## src/rtl/wb_host_arb_pkg.sv

```systemverilog
// Shared types and constants for the two-master Wishbone arbiter.
package wb_host_arb_pkg;

  typedef enum logic {
    IDLE = 1'b0,
    BUSY = 1'b1
  } arb_state_e;

  // One-hot grant encodings as seen on gnt_o (bit0 = m0, bit1 = m1).
  localparam logic [1:0] GNT_NONE = 2'b00;
  localparam logic [1:0] GNT_M0   = 2'b01;
  localparam logic [1:0] GNT_M1   = 2'b10;

  localparam int TO_W_DEF = 8;

  // Grant selection. On a tie m1 wins under priority mode; otherwise the
  // master that was not granted last wins.
  function automatic logic [1:0] arb_pick(input logic [1:0] req,
                                          input logic       pri_m1,
                                          input logic       last_m1);
    logic [1:0] g;
    g = GNT_NONE;
    case (req)
      2'b01:   g = GNT_M0;
      2'b10:   g = GNT_M1;
      2'b11:   g = (pri_m1 || !last_m1) ? GNT_M1 : GNT_M0;
      default: g = GNT_NONE;
    endcase
    return g;
  endfunction

endpackage

```

## src/rtl/wb_arb_timeout.sv

```systemverilog
// Bus watchdog: counts BUSY cycles without ack/err and flags expiry in the
// (2**TO_W-1)th such cycle, combinationally, so the arbiter can end the
// transfer in that same cycle.
module wb_arb_timeout
  import wb_host_arb_pkg::*;
#(
  parameter int TO_W = TO_W_DEF
) (
  input  logic clk_i,
  input  logic rst_i,
  input  logic busy_i,
  input  logic done_i,
  output logic expire_o
);

  // cnt_q holds the number of completed busy cycles, so the expiring cycle
  // is the one that starts with cnt_q == 2**TO_W-2.
  localparam logic [TO_W-1:0] CNT_LAST = {{(TO_W-1){1'b1}}, 1'b0};

  logic [TO_W-1:0] cnt_q, cnt_d;

  assign expire_o = busy_i & ~done_i & (cnt_q == CNT_LAST);

  // Count busy cycles; any idle cycle, completion or expiry clears it, so
  // the count is always zero on entry to BUSY.
  always_comb begin
    cnt_d = cnt_q + TO_W'(1);
    if (!busy_i || done_i || expire_o) cnt_d = '0;
  end

  // Counter register.
  always_ff @(posedge clk_i or posedge rst_i) begin
    if (rst_i) cnt_q <= '0;
    else       cnt_q <= cnt_d;
  end

endmodule

```

## src/rtl/wb_host_arb.sv

```systemverilog
// Two-master Wishbone arbiter (m0 = host, m1 = UART bridge) onto one slave.
// Registered grant held for the whole transfer, round-robin or m1-priority.
// Optional bus watchdog enabled by defining WB_HOST_ARB_TIMEOUT_EN.
module wb_host_arb
  import wb_host_arb_pkg::*;
#(
  parameter int AW   = 32,
  parameter int DW   = 32,
  parameter int TO_W = TO_W_DEF
) (
  input  logic            app_clk,
  input  logic            arst,
  input  logic            cfg_pri_mode,
  // master 0 (host)
  input  logic            m0_cyc_i,
  input  logic            m0_stb_i,
  input  logic [AW-1:0]   m0_adr_i,
  input  logic [DW-1:0]   m0_dat_i,
  input  logic [DW/8-1:0] m0_sel_i,
  input  logic            m0_we_i,
  output logic [DW-1:0]   m0_dat_o,
  output logic            m0_ack_o,
  output logic            m0_err_o,
  // master 1 (UART bridge)
  input  logic            m1_cyc_i,
  input  logic            m1_stb_i,
  input  logic [AW-1:0]   m1_adr_i,
  input  logic [DW-1:0]   m1_dat_i,
  input  logic [DW/8-1:0] m1_sel_i,
  input  logic            m1_we_i,
  output logic [DW-1:0]   m1_dat_o,
  output logic            m1_ack_o,
  output logic            m1_err_o,
  // slave
  output logic            s_cyc_o,
  output logic            s_stb_o,
  output logic            s_we_o,
  output logic [AW-1:0]   s_adr_o,
  output logic [DW-1:0]   s_dat_o,
  output logic [DW/8-1:0] s_sel_o,
  input  logic [DW-1:0]   s_dat_i,
  input  logic            s_ack_i,
  input  logic            s_err_i,
  // status
  output logic [1:0]      gnt_o,
  output logic            timeout_o
);

  arb_state_e state_q, state_d;
  logic [1:0] gnt_q, gnt_d;
  logic       last_m1_q, last_m1_d;
  logic [1:0] req;
  logic       busy, sel_m1, cyc_g, stb_g, expire;

  // Per-master request fields packed so the slave mux is a simple index.
  logic [1:0]           cyc_a, stb_a, we_a;
  logic [1:0][AW-1:0]   adr_a;
  logic [1:0][DW-1:0]   dat_a;
  logic [1:0][DW/8-1:0] sel_a;

  assign cyc_a = {m1_cyc_i, m0_cyc_i};
  assign stb_a = {m1_stb_i, m0_stb_i};
  assign we_a  = {m1_we_i,  m0_we_i};
  assign adr_a = {m1_adr_i, m0_adr_i};
  assign dat_a = {m1_dat_i, m0_dat_i};
  assign sel_a = {m1_sel_i, m0_sel_i};

  assign req    = cyc_a & stb_a;
  assign busy   = (state_q == BUSY);
  assign sel_m1 = gnt_q[1];
  assign cyc_g  = cyc_a[sel_m1];
  assign stb_g  = stb_a[sel_m1];
  assign gnt_o  = gnt_q;

`ifdef WB_HOST_ARB_TIMEOUT_EN
  wb_arb_timeout #(.TO_W(TO_W)) u_timeout (
    .clk_i    (app_clk),
    .rst_i    (arst),
    .busy_i   (busy),
    .done_i   (s_ack_i | s_err_i),
    .expire_o (expire)
  );
  assign timeout_o = expire;
`else
  assign expire    = 1'b0;
  assign timeout_o = 1'b0;
`endif

  // Next-state: arbitrate in IDLE, hold the grant in BUSY until ack, err,
  // master abort (cyc dropped) or watchdog expiry.
  always_comb begin
    state_d   = state_q;
    gnt_d     = gnt_q;
    last_m1_d = last_m1_q;
    case (state_q)
      IDLE: begin
        if (|req) begin
          gnt_d     = arb_pick(req, cfg_pri_mode, last_m1_q);
          last_m1_d = gnt_d[1];
          state_d   = BUSY;
        end
      end
      BUSY: begin
        if (s_ack_i || s_err_i || !cyc_g || expire) begin
          gnt_d   = GNT_NONE;
          state_d = IDLE;
        end
      end
      default: begin
        gnt_d   = GNT_NONE;
        state_d = IDLE;
      end
    endcase
  end

  // State, grant and round-robin pointer; pointer starts at m1 so m0 wins
  // the first tie.
  always_ff @(posedge app_clk or posedge arst) begin
    if (arst) begin
      state_q   <= IDLE;
      gnt_q     <= GNT_NONE;
      last_m1_q <= 1'b1;
    end else begin
      state_q   <= state_d;
      gnt_q     <= gnt_d;
      last_m1_q <= last_m1_d;
    end
  end

  // Slave-side mux: granted master's fields while BUSY, zero otherwise;
  // an expiring cycle already withdraws cyc/stb.
  always_comb begin
    s_cyc_o = 1'b0;
    s_stb_o = 1'b0;
    s_we_o  = 1'b0;
    s_adr_o = '0;
    s_dat_o = '0;
    s_sel_o = '0;
    if (busy) begin
      s_cyc_o = cyc_g & ~expire;
      s_stb_o = cyc_g & stb_g & ~expire;
      s_we_o  = we_a[sel_m1];
      s_adr_o = adr_a[sel_m1];
      s_dat_o = dat_a[sel_m1];
      s_sel_o = sel_a[sel_m1];
    end
  end

  // Master-side responses go only to the granted master (gnt_q is zero in
  // IDLE, which also drops stray acks). Expiry is reported as an error.
  always_comb begin
    m0_ack_o = gnt_q[0] & s_ack_i;
    m1_ack_o = gnt_q[1] & s_ack_i;
    m0_err_o = gnt_q[0] & (s_err_i | expire);
    m1_err_o = gnt_q[1] & (s_err_i | expire);
    m0_dat_o = gnt_q[0] ? s_dat_i : '0;
    m1_dat_o = gnt_q[1] ? s_dat_i : '0;
  end

endmodule

```

## config.mk

```make
export PLATFORM = sky130hd
export DESIGN_NAME = wb_host_arb
export DESIGN_NICKNAME = d
export VERILOG_FILES = /design/src/rtl/wb_host_arb_pkg.sv /design/src/rtl/wb_arb_timeout.sv /design/src/rtl/wb_host_arb.sv
export SDC_FILE = /design/constraint.sdc
export NUM_CORES = 1
export LEC_CHECK = 0
export ABC_AREA = 1
export CAP_MARGIN = 25
export CORE_AREA = 2 2 124 126
export CTS_BUF_LIST = sky130_fd_sc_hd__clkbuf_8
export DETAILED_ROUTE_END_ITERATION = 8
export DIE_AREA = 0 0 126 128
export PLACE_DENSITY_LB_ADDON = 0.15
export SYNTH_ARGS = -nofsm -noshare
export SYNTH_HDL_FRONTEND = slang
export SYNTH_HIERARCHICAL = 1
export SYNTH_SLANG_ARGS = --single-unit
```

## constraint.sdc

```tcl
create_clock -name app_clk -period 1.8 [get_ports app_clk]
set_clock_uncertainty 0.15 [all_clocks]
set_input_delay 0.27 -clock app_clk [delete_from_list [all_inputs] [get_ports app_clk]]
set_output_delay 0.27 -clock app_clk [all_outputs]
set_load 0.01 [all_outputs]
```

# After elaboration in Yosys (flattened, before gate mapping)
# Cells that the tools add are included.
[classes]
n_lt_le_gt_ge = 1
n_eq_ne = 5
n_mux = 28
n_bitwise = 7
n_reduce_logical = 8
[op_table]
columns = ["cell", "n"]
rows = [
  ["32-bit two-way mux", 8],
  ["4-bit two-way mux", 3],
  ["1-bit two-way mux", 11],
  ["2-bit two-way mux", 3],
  ["2-bit case mux with 3 select lines", 1],
  ["1-bit bitwise AND", 5],
  ["2-bit equality test, second input constant", 2],
  ["2-bit case mux with 2 select lines", 1],
  ["2-bit AND reduction", 2],
  ["1-bit logical OR", 3],
  ["2-bit bitwise AND", 1],
  ["2-bit by 1-bit equality test with 1-bit output, second input constant", 1],
  ["1-bit zero test", 2],
  ["1-bit by 2-bit less-than comparator with 1-bit output, second input constant", 1],
  ["2-bit by 1-bit inequality test with 1-bit output, second input constant", 1],
  ["2-bit inequality test, second input constant", 1],
  ["1-bit case mux with 2 select lines", 1],
  ["2-bit OR reduction", 1],
  ["1-bit NOT", 1],
]
[totals]
reg_bits = 4
in_bits = 179
output_inout_bits = 142
elab_cells = 52

# Longest topological paths before layout
# Gate-level depths: netlist of run 1.
[logic_depth]
ltp_word = 6
mapped_depth = 7

# Worst setup path before layout of run 1
# OpenSTA, ideal clock, no wires.
[synth_timing]
path_type = "reg2out"
from = "register gnt_q[1] (netlist: gnt_o[1])"
to = "output s_stb_o"
arrival_time_ps = 1044
t_required_ps = 1380
setup_slack_ps = 336
path_stages_with_launch = 6
path_buffers = 2
cell_sequence = "dfrtp_1 buf_6 inv_4 buf_6 nand2_1 a211oi_2"
[synth_via]
elab_chain_cells = 4
elab_cells_between_ends = 6
classes_between = "mux (5); bitwise (1)"
[synth_rtl]
columns = ["item", "line", "source"]
rows = [
  ["start, declared", "wb_host_arb.sv:50", "logic [1:0] gnt_q, gnt_d;"],
  ["start signal, assigned", "wb_host_arb.sv:125", "gnt_q <= gnt_d;"],
  ["1-bit two-way mux, on equally long branches (2 in series)", "wb_host_arb.sv:71, wb_host_arb.sv:72", ""],
  ["1-bit bitwise AND *", "wb_host_arb.sv:141", "s_stb_o = cyc_g & stb_g & ~expire;"],
  ["1-bit two-way mux *", "wb_host_arb.sv:139", "if (busy) begin"],
  ["end, declared", "wb_host_arb.sv:36", "output logic s_stb_o,"],
]
# Every way passes the cells marked *; elsewhere a longest branch is shown, timed or not. The select of a mux whose other input is x is not followed.

# Worst setup path in the final report of run 1
[layout_timing]
from = "register gnt_q[1] (netlist: gnt_o[1])"
to = "output s_dat_o[10]"
[layout_via]
elab_chain_cells = 3
[layout_rtl]
columns = ["item", "line", "source"]
rows = [
  ["32-bit two-way mux (implied by the code) (2 in series)", "wb_host_arb.sv:144", "s_dat_o = dat_a[sel_m1];"],
  ["32-bit two-way mux", "wb_host_arb.sv:139", ""],
  ["end, declared", "wb_host_arb.sv:39", "output logic [DW-1:0] s_dat_o,"],
]
# Every way passes these cells. The select of a mux whose other input is x is not followed.

==> results of run 1 <==
[path summary, 6_finish.rpt]
kind / from / cells after the start / to
setup / recovery: gnt_o[1] / 6 / s_dat_o[10]
hold / removal: arst / 2 / gnt_o[0]
setup reg to reg: gnt_o[1] / 9 / gnt_o[1]
hold reg to reg: last_m1_q / 2 / last_m1_q
max in group asynchronous: arst / 2 / last_m1_q
min in group app_clk: last_m1_q / 2 / last_m1_q
[synthesized netlist by cell type (all sizes together), types with 3 or more instances]
cell and n:
nor2 140, nand2 84, inv 75, o21ai 70, buf 25, clkbuf 6, dfrtp 3, nand3 3
[layout make-up]
type	count	area (um^2)	area share
tap	188	235	0.0427
inverter	75	289	0.0525
sequential	4	108	0.0196
clock inverter	1	3.75	0.000682
clock buffer	3	41.3	0.00750
multi-input combinational	301	1460	0.264
timing repair buffer	362	3370	0.613
[registers in the layout, summed over array words and instances (netlist names)]
name,count
gnt_o,2
busy,1
last_m1_q,1
[power groups by stage]
stage	sequential, mW	clock [mW]	combinational, mW
2_1_floorplan	0.123	0	0.891
3_3_place_gp	0.135	0	2.27
3_5_place_dp	0.134	0	2.27
4_1_cts	0.142	0.208	2.40
5_1_grt	0.145	0.216	2.62
6_report	0.141	0.203	2.41
[layer usage]
metal / wire, um / track usage / up-vias
met2: 6480 / 0.256 / 159
met4: 170 / 0.0304 / 0
met3: 946 / 0.0355 / 10
met5: 0 / 0 / -
li1: - / - / 1885
met1: 4940 / 0.168 / 1583
[placed cells by master, fill, tap and decap left out]
master	n
clkdlybuf4s15_1	15
clkbuf_16	1
nand2_4	4
nand2_2	2
inv_8	1
clkdlybuf4s50_1	179
nand3_1	2
nand2_1	78
a211oi_2	1
dfstp_2	1
buf_6	9
inv_2	1
dfrtp_4	1
o211ai_1	1
nor2_2	15
a21oi_1	1
nor2_1	124
buf_4	16
clkbuf_2	16
conb_1	1
clkdlybuf4s15_2	15
inv_1	74
o21ai_2	36
dfrtp_2	2
buf_2	65
o21ai_1	34
clkbuf_8	3
dlygate4sd2_1	28
nor2_4	1
buf_16	3
buf_12	11
nand3_2	1
buf_8	4
[cell families (layout without fill, tap and decap cells)]
kind of cell | count (synthesis) | in the layout
buf+inv | 106 | 441
flops | 4 | 4
compound gates | 73 | 73
simple gates | 227 | 227
other cells | 1 | 1
[metrics by stage]
| step | setup slack, ns | power (mW) | hold slack [ns] |
|---|---|---|---|
| after global routing | -0.169 | 2.98 | 0.150 |
| after floorplan | 0.336 | 1.01 | -0.115 |
| after global placement | -0.272 | 2.40 | 0.311 |
| after CTS | -0.196 | 2.75 | 0.112 |
| final | -0.0977 | 2.75 | 0.112 |
| after detailed placement | -0.278 | 2.41 | 0.313 |
[worst reg2reg max path, delay by kind of cell (launching register included)]
kind / cells / cell delay (ns)
buf+inv: 4 / 0.47
flops: 1 / 0.53
simple gates: 5 / 0.35
[repair_timing]
item / in CTS / in global routing
pin swaps: 16 / 26
resized for setup: 443 / 129
buffers inserted: 14 / 5
cloned: 5 / 1
hold buffers: 0 / 0
endpoints found under the setup margin: 140 / 106
==> flow_summary.json, run 1 <==
{
  "power.switching_fraction": 0.446,
  "first_pass_iters": 4,
  "rsz0062_at_grt": "yes",
  "worst-setup-path-type": "register to output pin",
  "initial_antenna_violation_count": 0,
  "status": "finished with violations",
  "placed_cells": 910,
  "globalRoute.totalOverflow": 0,
  "io-pin-count": 321,
  "first_pass_grt_wire_length_mm": 18.5,
  "final_cells": 934,
  "seq_area_frac_synth": 0.0551,
  "timing.critical_path.mode_cell": "nor2_1",
  "dp_hpwl_mm": 9.60,
  "ys_ff_latch": 4,
  "vias_per_cell": 3.89,
  "maxCapViolCount": 0,
  "synth-simple-area-share": 0.473,
  "die_height_um": 128,
  "asyncSetResetFlopFracSynth": 1.00,
  "placement.io_buffers": 319,
  "cp_max_fo": 8,
  "yosys.area.top_type": "nor2_1",
  "pins_over_slew_limit": 0,
  "post_synth_num_cell_types": 20,
  "vias": 3637,
  "tritoncts_num_sinks": 4,
  "drt_drc_violations_left": 0,
  "net-switching-power_mw": 1.23,
  "gp_congestion": 0.819,
  "chipWidth_um": 126,
  "cts_htree_levels": 1,
  "core_area_mm2": 0.0149,
  "critPathBufInv": 4,
  "worst_ep_arrival_time_ns": 1.48,
  "yosysWarningCount": 6,
  "mappedNetlistArea_mm2": 0.00184,
  "nNetsFinal": 926,
  "ys_top_cells_by_area": "nor2_1, o21ai_0, nand2_1, inv_1, buf_4",
  "clock_power_share": 0.074,
  "timing.fmax_ghz": 0.527,
  "slowest_stage": "dfrtp_4",
  "cts_root_buffer": "clkbuf_8",
  "max-vdd-ir-drop_mv": 0.278,
  "clock_latency_ns": 0.22,
  "detail_route.wirelength_mm": 12.5,
  "grt_start_max_net_pins": 41,
  "cellPowerDensity_mw_per_mm2": 500,
  "wl_per_cell_um": 13.4,
  "synthXorXnorAreaFrac": 0,
  "synth_enable_flop_cells": 0,
  "layout-area-overhead-vs-synth_pct": 199,
  "initial_utilization": 0.124,
  "p_leak_nw": 3.06,
  "number_of_core_rows": 45,
  "layout_worst_path_cycle_share": 1.05,
  "synth_fp_nets": 590,
  "layout_min_cycle_time_ns": 1.90,
  "clock_buffers_created_by_tritoncts": 3,
  "synthMuxAreaShare": 0,
  "startpoint_type": "register",
  "setup-tns-final_ns": -1.77,
  "die_area_mm2": 0.0161,
  "min_delay_path_class": "primary input to async pin",
  "setup_viol": 55,
  "share_of_post_route_cells_with_drive_strength_above_1": 0.280,
  "syn-mean-instance-area_um2": 4.48,
  "postLayoutCoreUtil": 0.370,
  "cts_max_path_buffers": 2,
  "final_antenna_net_count": 0,
  "reg2reg_setup_slack_ns": 0.23,
  "finalHoldViolCount": 0,
  "synth_largest_type_area_fraction": 0.286,
  "nFillCells": 1647,
  "yosys.area_share.adder": 0,
  "failed_checks": "negative setup slack",
  "grt.total_usage": 0.141,
  "detailedRoute.firstIterationViolations": 128,
  "first_global_vias": 3505,
  "synthesis.instances": 411,
  "cp_slowest_stage_delay_ns": 0.53,
  "diodes": 0,
  "clk_pin_slew_worst_paths_ns": 0.04,
  "critical_path_required_ns": 1.38,
  "power_report.internal_total_mw": 1.52,
  "dpl_cell_area_mm2": 0.00534,
  "cpLargestDelayFamily": "buffers and inverters",
  "crit_chain": "inv_8, buf_12, buf_6, nor2_1, nor2_1, clkdlybuf4s15_2",
  "power_frac_comb": 0.875,
  "sequential_power_share": 0.051,
  "ys.flop_type": "dfrtp_1",
  "worst_setup_path_end_kind": "output pin",
  "final_cell_area_mm2": 0.00550,
  "tritoncts": "yes",
  "synth_top_family_by_area": "simple AND/OR/NAND/NOR gates",
  "setup_ws_ns": -0.0977,
  "synth_compound_area_frac": 0.204
}
No activity file was read; power rests on OpenSTA's default activity.
==> inputs of run 2 (changes only) <==
--- a/config.mk
+++ b/config.mk
@@ -16,3 +16,2 @@
 export SYNTH_HDL_FRONTEND = slang
-export SYNTH_HIERARCHICAL = 1
 export SYNTH_SLANG_ARGS = --single-unit
==> constraint.sdc (replaced) <==
create_clock -name app_clk -period 1.8 [get_ports app_clk]
set_clock_uncertainty 0.15 [all_clocks]
set_input_delay 0.45 -clock app_clk [delete_from_list [all_inputs] [get_ports app_clk]]
set_output_delay 0.45 -clock app_clk [all_outputs]
set_load 0.01 [all_outputs]
==> run 2 against run 1 <==
Net effect: the run still ends with negative setup slack left; combinational power is 2% lower; worst setup slack worse by 0.17 ns; sequential power is 4% higher; first-iteration DRC count is 38% lower; non-clock buffer count is 3 lower; maximum frequency is 8.4% lower.
==> flow_summary.json, run 2 <==
{
  "status": "finished with violations",
  "failed_checks": "negative setup slack",
  "place_worst_setup_slack_ns": -0.636,
  "yosys.area.top_type": "nor2_1",
  "final_antenna_net_count": 0,
  "first_pass_iters": 4,
  "die_height_um": 128,
  "asyncSetResetFlopFracSynth": 1.00,
  "worst-setup-path-type": "register to output pin",
  "vias": 3609,
  "postLayoutCoreUtil": 0.358,
  "wl_per_cell_um": 13.4,
  "critical_path.startpoint": "gnt_o[1]",
  "regToRegEndpoint": "gnt_o[1]",
  "reg2reg_setup_slack_ns": 0.28,
  "yosysWarningCount": 0,
  "globalRoute.totalOverflow": 0,
  "yosys.cell_count.top_type": "nor2_1",
  "placed_cells": 910,
  "detail_route.wirelength_mm": 12.5,
  "synth_enable_flop_cells": 0,
  "reg2reg_from": "gnt_o[1]",
  "post_synth_num_cell_types": 20,
  "diodes": 0,
  "first_pass_grt_wire_length_mm": 18.1,
  "ys_ff_latch": 4,
  "ff2ff_path_depth": 9,
  "rsz0062_at_grt": "yes",
  "drt_drc_violations_left": 0,
  "final_common_cell": "clkdlybuf4s50_1",
  "min_delay_path_class": "primary input to async pin",
  "nFillCells": 1664,
  "layout_common_cells": "clkdlybuf4s50_1, nor2_1, buf_2, nand2_1, inv_1",
  "mappedNetlistArea_mm2": 0.00184,
  "nNetsFinal": 923,
  "io-pin-count": 321,
  "setup_ws_ns": -0.272,
  "initial_antenna_violation_count": 0,
  "cp_max_fo": 6,
  "setup-tns-final_ns": -15.44,
  "timing.fmax_ghz": 0.483,
  "net-switching-power_mw": 1.18,
  "max-vdd-ir-drop_mv": 0.176,
  "first_global_vias": 3588,
  "cts_max_path_buffers": 2,
  "power.switching_fraction": 0.441,
  "power_mw": 2.68,
  "ys_top_cells_by_area": "nor2_1, o21ai_0, nand2_1, inv_1, buf_4",
  "dp_hpwl_mm": 9.60,
  "seq_area_frac_synth": 0.0551,
  "placement.io_buffers": 319,
  "pins_over_slew_limit": 0,
  "p_leak_nw": 3.11,
  "layout_min_cycle_time_ns": 2.07,
  "synth_largest_type_area_fraction": 0.286,
  "clk_pin_slew_worst_paths_ns": 0.03,
  "share_of_post_route_cells_with_drive_strength_above_1": 0.299,
  "grt.total_usage": 0.138,
  "clock_buffers_created_by_tritoncts": 3,
  "highest_layer": "met4",
  "core_area_mm2": 0.0149,
  "synthesis.instances": 411,
  "tritoncts": "yes",
  "gp_congestion": 0.766,
  "largest_reg_flops": 2,
  "finalHoldViolCount": 0,
  "worst_ep_arrival_time_ns": 1.47,
  "tritoncts_num_sinks": 4,
  "final_cell_area_mm2": 0.00533,
  "cellPowerDensity_mw_per_mm2": 503,
  "clock_power_share": 0.071,
  "vias_per_cell": 3.88,
  "layout-area-overhead-vs-synth_pct": 189,
  "power_frac_comb": 0.875,
  "setup_viol": 106,
  "sequential_power_share": 0.054,
  "cts_htree_levels": 1,
  "cts_root_buffer": "clkbuf_8",
  "power_report.internal_total_mw": 1.50,
  "detailedRoute.firstIterationViolations": 79,
  "number_of_core_rows": 45,
  "detailroute.wirelength.met2_mm": 6.52,
  "drt_met1_wl_mm": 4.85,
  "maxCapViolCount": 0,
  "syn-mean-instance-area_um2": 4.48,
  "wl_met3_um": 908,
  "clock_latency_ns": 0.21,
  "final_cells": 931,
  "finalHoldWorstSlack_ns": 0.286,
  "ys.flop_type": "dfrtp_1",
  "chipWidth_um": 126,
  "die_area_mm2": 0.0161,
  "initial_utilization": 0.124,
  "layout_worst_path_cycle_share": 1.15,
  "dpl_cell_area_mm2": 0.00532,
  "startpoint_type": "register",
  "synth_fp_nets": 590,
  "synth_commonest_cells": "nor2_1, nand2_1, inv_1",
  "critical_path_required_ns": 1.20,
  "worst_setup_path_end_kind": "output pin",
  "grt_start_max_net_pins": 49
}
[run 2: cell counts after synthesis]
No cell type changed its count.
[run 2: cells by family (layout without fill, tap and decap cells)]
| group | count (synthesis) | after routing | share of synthesized area |
|---|---|---|---|
| compound gates | 73 | 73 | 0.204 |
| buf+inv | 106 | 438 | 0.266 |
| flops | 4 | 4 | 0.0551 |
| other cells | 1 | 1 | 0.00204 |
| simple gates | 227 | 227 | 0.473 |
[run 2: area by class of cell]
class                      count  area, um^2  share of cell area
timing repair buffer         359        3280               0.616
clock buffer                   3        41.3             0.00775
multi-input combinational    301        1370               0.257
sequential                     4         108              0.0202
tap                          188         235              0.0442
clock inverter                 1        3.75            0.000705
inverter                      75         289              0.0543
[run 2: worst max-delay path by stage]
stage / end / slack (ns) / depth (start not counted)
2_1_floorplan: s_stb_o / 0.16 / 5
3_5_place_dp: s_stb_o / -0.64 / 6
5_1_grt: s_stb_o / -0.33 / 6
4_1_cts: s_dat_o[22] / -0.30 / 5
6_report: s_dat_o[21] / -0.27 / 5
3_3_place_gp: s_stb_o / -0.62 / 6
[run 2: power groups by stage]
stage	clock network, mW	logic, mW	registers (mW)
5_1_grt	0.214	2.56	0.150
4_1_cts	0.197	2.26	0.135
3_5_place_dp	0	2.25	0.131
6_report	0.190	2.35	0.146
3_3_place_gp	0	2.24	0.131
2_1_floorplan	0	0.891	0.123
[run 2: repair_timing]
item,in CTS,in global routing
gates cloned,3,6
hold buffers,0,0
setup buffers,7,2
hold endpoints to repair,0,0
pin swaps,9,11
gates resized for setup,515,147
endpoints found under the setup margin,141,139
[run 2: per-layer routing]
metal,vias up,track usage
met5,-,0
met4,0,0.0349
met3,12,0.0338
met2,156,0.259
met1,1567,0.155
li1,1874,-
[run 2: worst max-delay path, cell delays in order (launching register included)]
cell	delay, ns
dfrtp_4	0.52
buf_8	0.17
buf_12	0.13
o21ai_1	0.12
nor2_1	0.04
dlygate4sd2_1	0.28
